**config.mk**
```make
export PLATFORM = sky130hd
export DESIGN_NAME = max_pool_scheduler
export DESIGN_NICKNAME = d
export VERILOG_FILES = /design/src/rtl/max_pool_scheduler.sv
export SDC_FILE = /design/constraint.sdc
export NUM_CORES = 1
export LEC_CHECK = 0
export CAP_MARGIN = 20
export CORE_UTILIZATION = 54
export DETAILED_ROUTE_END_ITERATION = 10
export GPL_TIMING_DRIVEN = 0
export PLACE_DENSITY = 0.86
export SYNTH_ARGS = -nofsm -noshare
export SYNTH_HDL_FRONTEND = slang
export SYNTH_SLANG_ARGS = --single-unit
```
**constraint.sdc**
```tcl
create_clock -name clk -period 2.6 [get_ports clk]
set_clock_uncertainty 0.2 [all_clocks]
set_input_delay 0.52 -clock clk [delete_from_list [all_inputs] [get_ports clk]]
set_output_delay 0.52 -clock clk [all_outputs]
set_load 0.02 [all_outputs]
```
**src/rtl/max_pool_scheduler.sv**
```systemverilog
// 2x2 / stride-2 signed max-pool sequencer over a feature map in external RAM.
// Four tap reads per output window, running maximum, valid/ready result stream.
// Optional build macro POOL_ARGMAX_EN: out_idx reports the winning tap (0-3).
module max_pool_scheduler #(
  parameter int unsigned H       = 256,
  parameter int unsigned W       = 256,
  parameter int unsigned FILTERS = 64,
  parameter int unsigned DW      = 16,
  parameter int unsigned AW      = 22
) (
  input  logic          clk,
  input  logic          rst_n,
  input  logic          start,
  output logic          busy,
  output logic          done,
  output logic          rd_en,
  output logic [AW-1:0] rd_addr,
  input  logic [DW-1:0] rd_data,
  output logic          out_valid,
  input  logic          out_ready,
  output logic [DW-1:0] out_data,
  output logic [1:0]    out_idx
);

  localparam int unsigned KW = (FILTERS > 1) ? $clog2(FILTERS) : 1;
  localparam int unsigned IW = (H / 2 > 1) ? $clog2(H / 2) : 1;
  localparam int unsigned JW = (W / 2 > 1) ? $clog2(W / 2) : 1;

  typedef enum logic [2:0] {ST_IDLE, ST_READ, ST_WAIT, ST_OUT, ST_FIN} state_e;

  state_e        state_q, state_d;
  logic [KW-1:0] k_q, k_d;
  logic [IW-1:0] i_q, i_d;
  logic [JW-1:0] j_q, j_d;
  logic [1:0]    tap_q, tap_d;
  logic          busy_q, busy_d;
  logic          done_q, done_d;
  logic          rd_en_q, rd_en_d;
  logic [AW-1:0] rd_addr_q, rd_addr_d;
  logic          out_valid_q, out_valid_d;
  logic          rd_vld_q;
  logic [1:0]    rd_tap_q;
  logic [DW-1:0] out_data_q;
  logic          last_win;

  // Address of tap t of window (k,i,j): row 2i+t[1], column 2j+t[0].
  function automatic logic [AW-1:0] tap_addr(input logic [KW-1:0] k, input logic [IW-1:0] i,
                                             input logic [JW-1:0] j, input logic [1:0] t);
    logic [AW-1:0] row;
    logic [AW-1:0] col;
    row = AW'({i, t[1]});
    col = AW'({j, t[0]});
    return (AW'(k) * AW'(H) + row) * AW'(W) + col;
  endfunction

  assign last_win = (k_q == KW'(FILTERS - 1)) && (i_q == IW'(H / 2 - 1)) && (j_q == JW'(W / 2 - 1));

  // Next-state, counter and registered-output decode.
  always_comb begin
    state_d     = state_q;
    k_d         = k_q;
    i_d         = i_q;
    j_d         = j_q;
    tap_d       = tap_q;
    busy_d      = busy_q;
    done_d      = 1'b0;
    rd_en_d     = 1'b0;
    rd_addr_d   = rd_addr_q;
    out_valid_d = 1'b0;
    unique case (state_q)
      ST_IDLE: begin
        if (start) begin
          state_d   = ST_READ;
          k_d       = '0;
          i_d       = '0;
          j_d       = '0;
          tap_d     = '0;
          busy_d    = 1'b1;
          rd_en_d   = 1'b1;
          rd_addr_d = tap_addr('0, '0, '0, 2'd0);
        end
      end
      ST_READ: begin
        if (tap_q == 2'd3) begin
          state_d = ST_WAIT;
        end else begin
          tap_d     = tap_q + 2'd1;
          rd_en_d   = 1'b1;
          rd_addr_d = tap_addr(k_q, i_q, j_q, tap_q + 2'd1);
        end
      end
      ST_WAIT: begin
        state_d     = ST_OUT;
        out_valid_d = 1'b1;
      end
      ST_OUT: begin
        out_valid_d = 1'b1;
        if (out_ready) begin
          out_valid_d = 1'b0;
          tap_d       = '0;
          if (last_win) begin
            state_d = ST_FIN;
            k_d     = '0;
            i_d     = '0;
            j_d     = '0;
            done_d  = 1'b1;
            busy_d  = 1'b0;
          end else begin
            if (j_q == JW'(W / 2 - 1)) begin
              j_d = '0;
              if (i_q == IW'(H / 2 - 1)) begin
                i_d = '0;
                k_d = k_q + KW'(1);
              end else begin
                i_d = i_q + IW'(1);
              end
            end else begin
              j_d = j_q + JW'(1);
            end
            state_d   = ST_READ;
            rd_en_d   = 1'b1;
            rd_addr_d = tap_addr(k_d, i_d, j_d, 2'd0);
          end
        end
      end
      ST_FIN: begin
        state_d = ST_IDLE;
      end
      default: begin
        state_d = ST_IDLE;
      end
    endcase
  end

  // Control state and registered control outputs.
  always_ff @(posedge clk or negedge rst_n) begin
    if (!rst_n) begin
      state_q     <= ST_IDLE;
      k_q         <= '0;
      i_q         <= '0;
      j_q         <= '0;
      tap_q       <= '0;
      busy_q      <= 1'b0;
      done_q      <= 1'b0;
      rd_en_q     <= 1'b0;
      rd_addr_q   <= '0;
      out_valid_q <= 1'b0;
    end else begin
      state_q     <= state_d;
      k_q         <= k_d;
      i_q         <= i_d;
      j_q         <= j_d;
      tap_q       <= tap_d;
      busy_q      <= busy_d;
      done_q      <= done_d;
      rd_en_q     <= rd_en_d;
      rd_addr_q   <= rd_addr_d;
      out_valid_q <= out_valid_d;
    end
  end

  // Track which tap the returning read data belongs to (RAM latency is one cycle).
  always_ff @(posedge clk or negedge rst_n) begin
    if (!rst_n) begin
      rd_vld_q <= 1'b0;
      rd_tap_q <= '0;
    end else begin
      rd_vld_q <= rd_en_q;
      if (rd_en_q) rd_tap_q <= tap_q;
    end
  end

  // Running maximum: tap 0 loads, later taps replace only when strictly greater.
  always_ff @(posedge clk or negedge rst_n) begin
    if (!rst_n) begin
      out_data_q <= '0;
    end else if (rd_vld_q && ((rd_tap_q == 2'd0) || ($signed(rd_data) > $signed(out_data_q)))) begin
      out_data_q <= rd_data;
    end
  end

`ifdef POOL_ARGMAX_EN
  logic [1:0] idx_q;

  // Winning tap index, updated together with the running maximum.
  always_ff @(posedge clk or negedge rst_n) begin
    if (!rst_n) begin
      idx_q <= '0;
    end else if (rd_vld_q && ((rd_tap_q == 2'd0) || ($signed(rd_data) > $signed(out_data_q)))) begin
      idx_q <= rd_tap_q;
    end
  end

  assign out_idx = idx_q;
`else
  assign out_idx = 2'b00;
`endif

  assign busy      = busy_q;
  assign done      = done_q;
  assign rd_en     = rd_en_q;
  assign rd_addr   = rd_addr_q;
  assign out_valid = out_valid_q;
  assign out_data  = out_data_q;

endmodule
```
==> metrics, run 1 <==
CTS sink cnt 70; nets 503; Final setup viols 16; CP max stage cell clkdlybuf4s50_1; port buffer count 61; Via density 6.10; largest net degree at the start of global routing 71; clock transition at the registers of the reported paths 80 ps; MaxCap Viol Count 0; ys async rst share 1.00; IO Pins 64; Hold WC Path Type in2async; ys flop type dfrtp_1; post-route cell area 5170 um^2; Root Buffer clkbuf_8; minimum clock period 2660 ps; Worst Setup End Kind flop; Max-slew headroom 0.412; register area 1750 um^2; cts hold-fix bufs 0; hold slack 74.1 ps; final period utilization 1.02; synth-to-layout area growth 30.2%; num rows 30; CTS Buf Count 9; Pre-antenna DRT Iters 6; die width 87.8 um; Synth Register Bits 70; fin worst setup slack -58.8 ps; wire per inst 19.0 um; H-tree Lvls 3; drt drc 0; global-route usage over all layers 0.282; first-pass GRT wire length 16300 um; status finished with violations; Worst-Margin Slew 883 ps; CP startpoint kind input port; via count 3434; worst-path fanout max 5; failing checks negative setup slack; Pwr per Cell Area 1020 nW/um^2; vias in the first global route 3416; area of the core 6940 um^2; share of cells above drive strength 1 0.199; Yosys warning total 0; Die Y 87.8 um; TritonCTS clock tree yes; full die area 7700 um^2; RD Place Congestion 0.921; drt initial violations 272; Starting Density 0.572; Cell Chain, Critical Path clkdlybuf4s50_1 -> ha_1 -> a21oi_2 -> nor3_2 -> o41ai_4 -> o221ai_4 -> buf_6 -> mux2_4; Filler Cells Inserted 467; EDFF count, synth 0; Crit Path Category in2reg; Longest Clk Path Bufs 2; met1 Usage GRT 0.350; M2 GR Usage 0.469; max frequency 376 MHz; Clk Latency, worst-skew pair 350 ps; library cells used by synthesis 51; Leak 2.33 nW; Max rail drop VDD 0.405 mV; Avg Inst Size Synth 10.3 um^2; sequential fraction of the synthesis area 0.441; ant diodes 0; routed wire length 10700 um; area of the multi-input gates 2120 um^2; Total Power 5.27 mW; Final Hold Fails 0; fin. max-slew vios 0; CP required 2640 ps; Reg2Reg Depth 8; Cell Area, Synth 3970 um^2; post-route ant nets 0; total gr overflow 0; hpwl dp 6740 um; Data arrival, critical path 2700 ps; gr busiest metal met2; initial antenna violation count 0; Crit path largest cell delay 470 ps; met3 Resource Use GR 0.0650; pre-CTS WS -722 ps; Synth Instances 384; post-placement cell area 4700 um^2; setup_tns -527 ps
## metal layers
layer	vias up	share of wire
met3	40	0.078
met1	1639	0.40
met5	-	0
li1	1557	-
met4	0	0.033
met2	198	0.49
## worst paths after layout
kind	slack [ps]	to	start
max in group asynchronous	1530	rd_addr[14]$_DFFE_PN0P_	rst_n
setup / recovery	-60	out_data[9]$_DFFE_PN0P_	rd_data[9]
min in group clk	250	rd_vld_q$_DFF_PN0_	rd_en$_DFF_PN0_
hold / removal	70	out_data[0]$_DFFE_PN0P_	rst_n
hold reg to reg	250	rd_vld_q$_DFF_PN0_	rd_en$_DFF_PN0_
setup reg to reg	60	out_data[9]$_DFFE_PN0P_	out_data[6]$_DFFE_PN0P_
## sequential cells by signal, indices dropped and copies added (netlist names), 2 cells and up
register,flops
i_q,7
rd_addr,22
state_q,3
rd_tap_q,2
k_q,6
out_data,16
j_q,7
tap_q,2
## kinds of logic (layout without fill, tap and decap cells)
logic type	after synthesis	count (layout)	share of synthesized area
AND/OR/NAND/NOR	112	112	0.146
multiplexers	32	32	0.108
XOR/XNOR	11	11	0.0243
flip-flops	70	70	0.441
buffers and inverters	47	129	0.0640
AO/OA/AOI/OAI	91	91	0.153
adder cells (fa/ha/maj)	20	20	0.0630
other	1	2	0.000944
## critical path: cells and delay by family
kind	cells	cell delay, ps
simple gates	1	80
compound gates	3	770
buf+inv	2	650
fa+ha+maj	1	360
mux	1	310
## cell usage after synthesis, drive strengths merged (5+ instances only)
cell / count / area, um^2
ha: 20 / 250
o2bb2ai: 8 / 70.1
nor2: 21 / 78.8
mux2: 30 / 409
inv: 21 / 78.8
xor2: 7 / 61.3
nor3: 5 / 25.0
o21ai: 23 / 115
nand4: 12 / 75.1
o31ai: 9 / 72.6
a21oi: 17 / 85.1
buf: 19 / 149
and3: 9 / 71.3
clkbuf: 7 / 26.3
nand3: 19 / 95.1
dfrtp: 70 / 1750
a31oi: 14 / 87.6
nand2: 26 / 97.6
## power breakdown
group          total [mW]  switching [mW]  internal (mW)  leakage [nW]
combinational        2.63            1.38           1.25          1.29
clock                1.11           0.399          0.711         0.129
sequential           1.53           0.197           1.33         0.912
## metrics by stage
step           instances   util
3_5_place_dp         542  0.677
2_1_floorplan        385      -
4_1_cts              562  0.725
3_3_place_gp         542  0.678
6_report             563  0.745
5_1_grt              563  0.745
## layout by cell type, fill, tap and decap left out, types with 14 or more instances in the layout
cell type        Yosys  layout
nand2_1             26      26
nand3_1             19      19
a31oi_1             14      14
dfrtp_1             70      70
o21ai_0             22      21
inv_1               20      20
nor2_1              21      20
a21oi_1             17      15
mux2_4              19      19
clkdlybuf4s50_1      0      49
## layout make-up
type                    instances  area share
multi-input cells             268       0.410
well taps                      96      0.0232
plain buffers                  26      0.0341
inverters                      21      0.0152
repair buffers                 67       0.129
flip-flops and latches         70       0.339
clock buffers                  12      0.0319
clock inverters                 3      0.0174
## repair_timing
item / 4_1_cts / 5_1_grt
hold endpoints to repair: 0 / 0
pin swaps: 8 / 12
setup endpoints to repair: 16 / 26
gates resized for setup: 12 / 22
cloned: 1 / 0
buffers inserted: 4 / 1
No activity file was read; power rests on OpenSTA's default activity.
==> run 2: changes to the inputs <==
- ABC_AREA: unset -> 1
- CORE_ASPECT_RATIO: unset -> 1.75
- CORE_UTILIZATION: 54 -> 59
- DONT_BUFFER_PORTS: unset -> 1
- PLACE_DENSITY: 0.86 -> 0.81
==> run 2 against run 1 <==
Final area fell by 19%. Critical path depth grew 5. Synthesized area down 4.0%. Worst setup slack better by 240 ps. Critical path type is now reg2reg. Critical endpoint is now out_data[6]$_DFFE_PN0P_. Sequential share of layout area up 7.9 points. The run now ends clean. Via count fell by 8.6%. Die area shrank 12%.
==> metrics, run 2 <==
Total Power 5.07 mW (-3.7%); routed wire length 8850 um (-17%); Hold WC Path Type in2reg; Starting Density 0.612 (+0.0400); initial antenna violation count 0 (unchanged); synth-to-layout area growth 10.4%; Synth Register Bits 70 (unchanged); port buffer count 0 (-100%); hpwl dp 6490 um (-3.7%); sequential fraction of the synthesis area 0.460 (+0.0185); crit-path most repeated cell nand2_1; final core occ 0.676 (-0.0687); max frequency 413 MHz (+9.7%); Avg Inst Size Synth 8.18 um^2 (-21%); TritonCTS clock tree yes; full die area 6800 um^2 (-12%); Longest Clk Path Bufs 2 (unchanged); post-route ant nets 0 (unchanged); fin. max-slew vios 0 (unchanged); Max-slew headroom 0.640 (+0.228); Setup Fix Bufs, Post-CTS 0 (-4); CTS Buf Count 9 (unchanged); CP startpoint kind flop; drt initial violations 170 (-38%); CP max stage cell dfrtp_1; die width 62.8 um (-28%); EDFF count, synth 0 (unchanged); placed cells 547 (+0.92%); Root Buffer clkbuf_8; first-pass GRT wire length 14300 um (-12%); nets 520 (+3.4%); library cells used by synthesis 35 (-31%); clock transition at the registers of the reported paths 80 ps (about the same); via count 3139 (-8.6%); most numerous cell in the Yosys netlist nand2_1; Clk Latency, worst-skew pair 350 ps (about the same); share of cells above drive strength 1 0.112 (-0.0876); worst-path fanout max 10 (+5); ant diodes 0 (unchanged); minimum clock period 2420 ps (-236 ps); Crit Path Category reg2reg; H-tree Lvls 3 (unchanged); Leak 2.11 nW (-9.2%); Via density 5.57 (-8.8%); Max rail drop VDD 0.507 mV (+25%); global-route usage over all layers 0.279 (-0.00278); Synth Instances 466 (+21%); Cell Area, Synth 3810 um^2 (-4.0%); post-synth top area cell dfrtp_1; worst path buffer plus inverter count 2 (unchanged); ys flop type dfrtp_1; Synth area leaders dfrtp_1 (46%), nand2_1 (13%), ha_1 (6.6%); final period utilization 0.932 (-0.0906); pre-CTS WS -61.9 ps (+660 ps); Worst Setup End Kind flop; CP required 2640 ps (about the same); largest net degree at the start of global routing 71 (unchanged); vias in the first global route 3209 (-6.1%); ys async rst share 1.00 (unchanged); area of the core 6230 um^2 (-10%); Final Hold Fails 0 (unchanged); fin worst setup slack 177 ps (+236 ps); RD Place Congestion 0.896 (-2.7%); Pwr per Cell Area 1200 nW/um^2 (+18%); status complete, no violations; Final Non-Filler Cells 564 (+0.18%); Data arrival, critical path 2460 ps (-240 ps); Crit path largest cell delay 480 ps (about the same); post-synth top area share 0.460 (+0.0185); CTS sink cnt 70 (unchanged); Cell Chain, Critical Path inv_1 -> ha_1 -> a21oi_1 -> o21ai_0 -> a21oi_1 -> nand3_1 -> nand2_1 -> nand2_1 -> nand2_4 -> nand2_4 -> buf_6 -> nand2_1 -> nand2_1; commonest non-fill, non-tap cell in the layout nand2_1; slack of the worst reg-to-reg path 180 ps (+120 ps); total gr overflow 0 (unchanged); Die Y 108 um (+23%); Pre-antenna DRT Iters 4 (-2); Worst-Margin Slew 540 ps (-342 ps); wire per inst 15.7 um (-17%); MaxCap Viol Count 0 (unchanged); Final setup viols 0 (-16); num rows 38 (+27%); Yosys warning total 0 (unchanged); most frequent cells in the layout nand2_1 (127), dfrtp_1 (66), inv_1 (55); cell family with most CP delay simple AND/OR/NAND/NOR gates; drt drc 0 (unchanged); IO Pins 64 (unchanged); flip-flop count of the largest register after layout 22 (unchanged); hold slack 94.3 ps (+20.2 ps); synth cell count leaders nand2_1 (128), dfrtp_1 (70), inv_1 (55), nand3_1 (41), o21ai_0 (34)
==> run 2: cell count changes after synthesis, moves of 10 or more <==
cell     previous run  this run
mux2_2             11         0
nor2_1             21        31
mux2_4             19         0
nand3_1            19        41
a31oi_1            14         0
inv_1              20        55
nand2_1            26       128
o21ai_0            22        34
==> run 2: logic make-up after synthesis <==
kind of cell,share of synthesized area
buffers and inverters,0.0831
DFF,0.460
other,0.000984
and+or+nand+nor,0.267
adders and majority gates,0.0657
xor gates and xnor gates,0.00919
AOI/OAI and AO/OA,0.115
==> run 2: layout make-up <==
cell class | count | area (um^2)
Inverter | 57 | 219
Clock buffer | 11 | 151
Fill cell | 489 | 2020
Timing Repair Buffer | 2 | 37.5
Sequential cell | 70 | 1760
Multi-Input combinational cell | 325 | 1770
Clock inverter | 4 | 70.1
Buffer | 15 | 108
Tap cell | 80 | 100
==> run 2: repair_timing <==
action                     4_1_cts  5_1_grt
pin swaps                        0        2
resized for setup                5       11
setup endpoints to repair       10       16
hold buffers                     2        0
hold endpoints to repair        70        0
==> run 2: through the flow <==
step / area [um^2] / TNS, ps
global placement: 3920 / -291
global route: 4210 / -25.7
finish: 4210 / 0
detailed placement: 3920 / -557
CTS: 4180 / -3.90
floorplan: 3810 / 0
==> run 2: routing by layer <==
layer	wire length, um	track usage	part of all wire	vias to the layer above
met5	0	0	0	-
met4	192	0.126	0.022	0
met3	437	0.0886	0.049	19
met2	5020	0.540	0.57	83
met1	3210	0.260	0.36	1501
li1	-	-	-	1536
==> run 2: worst paths after layout <==
kind	cells past startpoint	start	end
worst max-delay path	13	out_data[15]$_DFFE_PN0P_	out_data[6]$_DFFE_PN0P_
worst min-delay path	2	out_ready	done$_DFF_PN0_
worst max register to register	13	out_data[15]$_DFFE_PN0P_	out_data[6]$_DFFE_PN0P_
worst min register to register	2	rd_tap_q[0]$_DFFE_PN0P_	rd_tap_q[0]$_DFFE_PN0P_
max in group asynchronous	2	rst_n	out_data[6]$_DFFE_PN0P_
min in group asynchronous	2	rst_n	out_data[5]$_DFFE_PN0P_
==> run 2: power breakdown <==
| part | internal (mW) | total (mW) | switching [mW] | leakage [nW] |
|---|---|---|---|---|
| Sequential | 1.40 | 1.93 | 0.527 | 0.909 |
| Clock | 0.584 | 0.976 | 0.392 | 0.115 |
| Combinational | 0.722 | 2.17 | 1.44 | 1.09 |
==> run 3: changes to the inputs <==
- CORE_UTILIZATION: 59 -> 46
- CTS_BUF_LIST: unset -> sky130_fd_sc_hd__clkbuf_16
- PLACE_DENSITY: 0.81 -> 0.67
==> run 3 against run 2 <==
The flow now finishes with violations (design-rule violations). Worst hold slack better by 31 ps. Utilization is 14 points lower. Final cell count is 2.0% higher. Combinational power hardly changed. Sequential power hardly changed. Flip-flop and latch count stayed put. Routed wire length is 2.2% higher. Fmax is 0.86% higher. Clock power is 11% higher. Worst setup slack better by 21 ps.
==> metrics, run 3 (synthesis gave the netlist of run 2 again) <==
status finished with violations; failing checks design-rule violations; CP Capture Point out_data[0]$_DFFE_PN0P_; Worst Setup SP out_data[15]$_DFFE_PN0P_; Crit Path Category reg2reg; final period utilization 0.924 (-0.00794); sequential share of power 0.373 (-0.007); hpwl dp 6670 um (+2.7%); full die area 8670 um^2 (+28%); Clock power frac 0.208 (+0.016); largest net degree at the start of global routing 71 (unchanged); net load switching power 2.43 mW (+2.7%); post-route ant nets 0 (unchanged); global-route usage over all layers 0.226 (-0.0532); slack of the worst reg-to-reg path 200 ps (+20 ps); MaxCap Viol Count 0 (unchanged); share of cells above drive strength 1 0.118 (+0.00596); post-route cell area 4270 um^2 (+1.3%); most frequent cells in the layout nand2_1 (125), dfrtp_1 (64), inv_1 (56); CP required 2620 ps (-20 ps); IO Pins 64 (unchanged); RR Startpoint out_data[15]$_DFFE_PN0P_; Leak 2.13 nW (+0.99%); Pwr per Cell Area 1220 nW/um^2 (+0.93%); commonest non-fill, non-tap cell in the layout nand2_1; Starting Density 0.479 (-0.133); CTS sink cnt 70 (unchanged); Reg2Reg Depth 14 (+1); CP startpoint kind flop; Pre-antenna DRT Iters 8 (+4); drt drc 18 (+18); Hold WC Path Type in2reg; via count 3126 (-0.41%); first-pass GRT wire length 14900 um (+4.1%); clock transition at the registers of the reported paths 60 ps (-20 ps); Max-slew headroom 0.601 (-0.0390); switching share of total power 0.468 (+0.00183); initial antenna violation count 0 (unchanged); minimum clock period 2400 ps (-20.7 ps); die width 70.8 um (+13%); fin. max-slew vios 0 (unchanged); ant diodes 0 (unchanged); Die Y 122 um (+13%); area of the core 7960 um^2 (+28%); worst-path fanout max 10 (unchanged); max frequency 416 MHz (+0.86%); hold slack 126 ps (+31.5 ps); CTS Buf Count 9 (unchanged); logic gate share of total power 0.419 (-0.008); nets 520 (unchanged); RD Place Congestion 0.842 (-6.1%); Via density 5.44 (-2.3%); Clk Latency, worst-skew pair 330 ps (-20 ps); Filler Cells Inserted 760 (+55%); port buffer count 0 (unchanged); routed wire length 9050 um (+2.2%); Data arrival, critical path 2430 ps (-30 ps); Setup Fix Bufs, Post-CTS 0 (unchanged); total gr overflow 0 (unchanged); post-placement cell area 3930 um^2 (+0.32%); synth-to-layout area growth 11.9%; Root Buffer clkbuf_16; flip-flop count of the largest register after layout 22 (unchanged); Worst-Margin Slew 599 ps (+58.4 ps); Final Hold Fails 0 (unchanged); FF-to-FF End out_data[0]$_DFFE_PN0P_; Final setup viols 0 (unchanged); Total Power 5.19 mW (+2.3%); Longest Clk Path Bufs 2 (unchanged); wire per inst 15.7 um (+0.27%); TritonCTS clock tree yes; Pint 2.76 mW (+1.9%); num rows 43 (+13%); Max rail drop VDD 0.541 mV (+6.8%); vias in the first global route 3180 (-0.90%); H-tree Lvls 3 (unchanged); Worst Setup End Kind flop; drt initial violations 157 (-7.6%)
## run 3: changes by cell type in the layout (fill, tap and decap cells not counted), sizes merged
cell,before,now
clkbuf,18,16
bufinv,2,0
inv,56,57
clkinv,3,7
## run 3: layout make-up
class | instances | area (um^2) | share of cell area
Timing Repair Buffer | 2 | 37.5 | 0.00880
Inverter | 57 | 219 | 0.0513
Sequential cell | 70 | 1760 | 0.412
Multi-Input combinational cell | 325 | 1770 | 0.415
Clock inverter | 7 | 32.5 | 0.00763
Clock buffer | 9 | 225 | 0.0528
Tap cell | 90 | 113 | 0.0264
Buffer | 15 | 108 | 0.0252
## run 3: metal layers
metal,vias up,part of all wire,track usage
met5,-,0,0
met4,0,0.031,0.118
met3,23,0.064,0.0632
met2,81,0.55,0.427
met1,1472,0.35,0.219
li1,1550,-,-
## run 3: power by group through the flow
| stage | Sequential [mW] | Combinational [mW] | Clock, mW |
|---|---|---|---|
| 6_report | 1.94 | 2.17 | 1.08 |
| 5_1_grt | 1.98 | 2.48 | 1.14 |
| 4_1_cts | 1.94 | 2.14 | 1.10 |
| 3_5_place_dp | 1.95 | 2.09 | 0 |
| 3_3_place_gp | 1.94 | 2.04 | 0 |
| 2_1_floorplan | 1.87 | 1.57 | 0 |
## run 3: worst min-delay path by stage
stage / start / endpoint / cells after the start
after global routing: out_ready / done$_DFF_PN0_ / 2
after floorplan: rst_n / busy$_DFFE_PN0P_ / 0
final: out_ready / done$_DFF_PN0_ / 2
after global placement: rst_n / out_data[7]$_DFFE_PN0P_ / 0
after detailed placement: rst_n / out_data[7]$_DFFE_PN0P_ / 0
after CTS: out_ready / done$_DFF_PN0_ / 2
## run 3: metrics by stage
step	cells	setup slack [ps]	setup TNS (ps)	util
after floorplan	467	347	0	-
after global placement	557	-72.5	-671	0.493
after detailed placement	557	-119	-1090	0.493
after CTS	575	75.4	0	0.532
after global routing	575	-10.7	-10.7	0.536
final	575	197	0	0.536
## run 3: repair_timing
item | in CTS | in global routing
gates resized for setup | 8 | 10
hold buffers | 2 | 0
cloned | 0 | 0
endpoints found under the hold margin | 70 | 0
pin swaps | 0 | 1
setup endpoints to repair | 10 | 10
## run 3: worst max-delay path, cell delays in order (launching register included)
cell,delay (ps)
dfrtp_2,430
inv_1,60
ha_1,340
nand2_1,110
nor3_2,280
nand2_2,90
nand2_1,70
nand2_1,50
nand2_1,70
nand2_1,90
nand2_4,120
nand2_4,100
buf_6,170
nand2_1,60
nand2_1,50
==> RTL change (flow settings as in run 3) <==
`FILTERS`: 64 -> 32.
--- a/src/rtl/max_pool_scheduler.sv
+++ b/src/rtl/max_pool_scheduler.sv
@@ -4,7 +4,7 @@
 module max_pool_scheduler #(
   parameter int unsigned H       = 256,
   parameter int unsigned W       = 256,
-  parameter int unsigned FILTERS = 64,
+  parameter int unsigned FILTERS = 32,
   parameter int unsigned DW      = 16,
   parameter int unsigned AW      = 22
 ) (
Check against the original RTL: no difference found for any inputs over 10 cycles, from zero or initial values and one cycle with rst_n low; that may be too few to reach the edited logic, so the function may still have changed.
==> RTL change against run 3 <==
  * Setup slack worse by 49 ps
  * Clock power grew 17%
  * Via count is 2.7% higher
  * Sequential cell count decreased by 2
  * Global-route usage shrank 0.39 points
  * Total power shrank 0.77%
  * Hold slack better by 4.8 ps
  * Final area increased by 3.9%
  * Area after synthesis grew 2.9%
  * Wire length grew 0.55%
  * Largest cell class unchanged
==> RTL change: results (changes against run 3) <==
[run_status]
run_status = finished clean

[detailed_routing]
drt-initial-drc-count = 136  ; -13%
vias_per_cell = 5.498  ; +1.1%
drtPass1Iterations = 4  ; -4
wl_per_cell_um = 15.58  ; -1.0%

[finish]
fillers = 771  ; +1.4%
nets = 528  ; +1.5%
instances_no_fill = 584  ; +1.6%
drive_above_1_share_pct = 17.28  ; +5.5 points
largest_reg_flops = 21  ; -4.5%

[worst_hold_path]
hold_path.class = primary input to register
hp-start = rd_data[4]
min_to = out_data[4]$_DFFE_PN0P_
whs_path_depth = 2  ; unchanged

[pwr]
leakagePower_uw = 0.002176  ; +2.1%
seqPwrFrac_pct = 35.2  ; -2.1 points
swShare_pct = 44.92  ; -1.9 points
p_per_area_nw_per_um2 = 1161  ; -4.5%
ir_worst_vdd_mv = 0.6600  ; +22%
clock_power_share_pct = 24.5  ; +3.7 points

[placed_design]
portBuffers = 0  ; unchanged
dp_hpwl_um = 6469  ; -3.0%
place_ws_ps = -197.1  ; -77.86 ps
gp_congestion = 0.8820  ; +4.8%
dpl.cell_count = 566  ; +1.6%

[yosys]
synthArstFlopShare_pct = 100.0  ; unchanged
synth_common_cells = nand2_1 (113), inv_1 (73), dfrtp_1 (68), o21ai_0 (40), nand3_1 (35)
synth-compound-area-share_pct = 15.00  ; +3.5 points
syn_inst = 472  ; +1.3%
synth-seq-area-share_pct = 43.41  ; -2.6 points
yosysUniqueCellTypes = 37  ; +5.7%
yosysMostFrequentCell = nand2_1
ys_top_cells_by_area = dfrtp_1 (43%), nand2_1 (11%), inv_1 (7.0%)
yosys.area.top_type_share_pct = 43.41  ; -2.6 points
synth-xor-area-share_pct = 0.6703  ; -0.25 points
synth_mux_area_share_pct = 0  ; unchanged
synthAdderAreaFrac_pct = 6.703  ; +0.14 points

[critical_path]
r2r_end = out_data[13]$_DFFE_PN0P_
crit_arrival_ps = 2470  ; +40 ps
regToRegStartpoint = out_data[8]$_DFFE_PN0P_
cp_slowest_cell = dfrtp_1
critPathLaunchType = register
ff2ff_path_depth = 14  ; unchanged
worst-r2r-setup-slack_ps = 150  ; -50 ps
critical-path-max-stage-delay_ps = 480  ; +50 ps

[grt]
grt_pass1_vias = 3217  ; +1.2%
grt_first_pass_wirelength_um = 14910  ; about the same
grt.total_usage_pct = 22.19  ; -0.39 points
grt_max_degree = 69  ; -2.8%

[timing]
worstMarginPinSlew_ps = 582.8  ; -15.97 ps
fin_crit_sh_pct = 94.28  ; +1.9 points

[cts]
cts_setup_buffers = 0  ; unchanged
clock_latency_ps = 330  ; about the same

[RTL change: changes by cell type after synthesis, sizes merged, moves of 5 or more]
cell / delta
a21oi: -12
o22ai: +6
nand2: -14
o21ai: +23
nor2: -18
buf: +6
inv: +20
nand3: -5
[RTL change: stage by stage]
stage | area, sq um | hold WS [ps]
floorplan | 3928 | 24.41
global placement | 4043 | 25.65
detailed placement | 4043 | 25.71
CTS | 4402 | 122.6
global route | 4432 | 132.8
finish | 4432 | 130.6
[RTL change: metal layers]
layer	wire length (um)	global-route usage, %
met2	4913	41.69
met3	457	4.207
met1	3486	22.90
met5	0	0
met4	243	11.64
[RTL change: repair_timing]
item / in CTS / in global routing
pin swaps: 0 / 3
hold endpoints to repair: 68 / 0
gates cloned: 0 / 0
gates resized for setup: 4 / 12
setup endpoints to repair: 10 / 10
hold buffers: 2 / 0
[RTL change: area by class of cell]
type,count,area share [%]
Multi-Input combinational cell,312,41.50
Sequential cell,68,38.57
Timing Repair Buffer,2,0.8470
Buffer,18,3.049
Tap cell,92,2.597
Clock inverter,7,1.863
Inverter,76,6.494
Clock buffer,9,5.082
[RTL change: how the worst max path moves through the flow]
stage | endpoint | depth (start not counted)
4_1_cts | out_data[13]$_DFFE_PN0P_ | 14
2_1_floorplan | out_data[10]$_DFFE_PN0P_ | 13
5_1_grt | out_data[11]$_DFFE_PN0P_ | 14
6_report | out_data[13]$_DFFE_PN0P_ | 14
3_5_place_dp | out_data[13]$_DFFE_PN0P_ | 14
3_3_place_gp | out_data[11]$_DFFE_PN0P_ | 14
[RTL change: worst max-delay path, delay by kind of cell (launching register included)]
kind | cells | cell delay, ps
DFF | 1 | 480
adders and majority gates | 1 | 280
buffers and inverters | 2 | 240
and+or+nand+nor | 11 | 1130
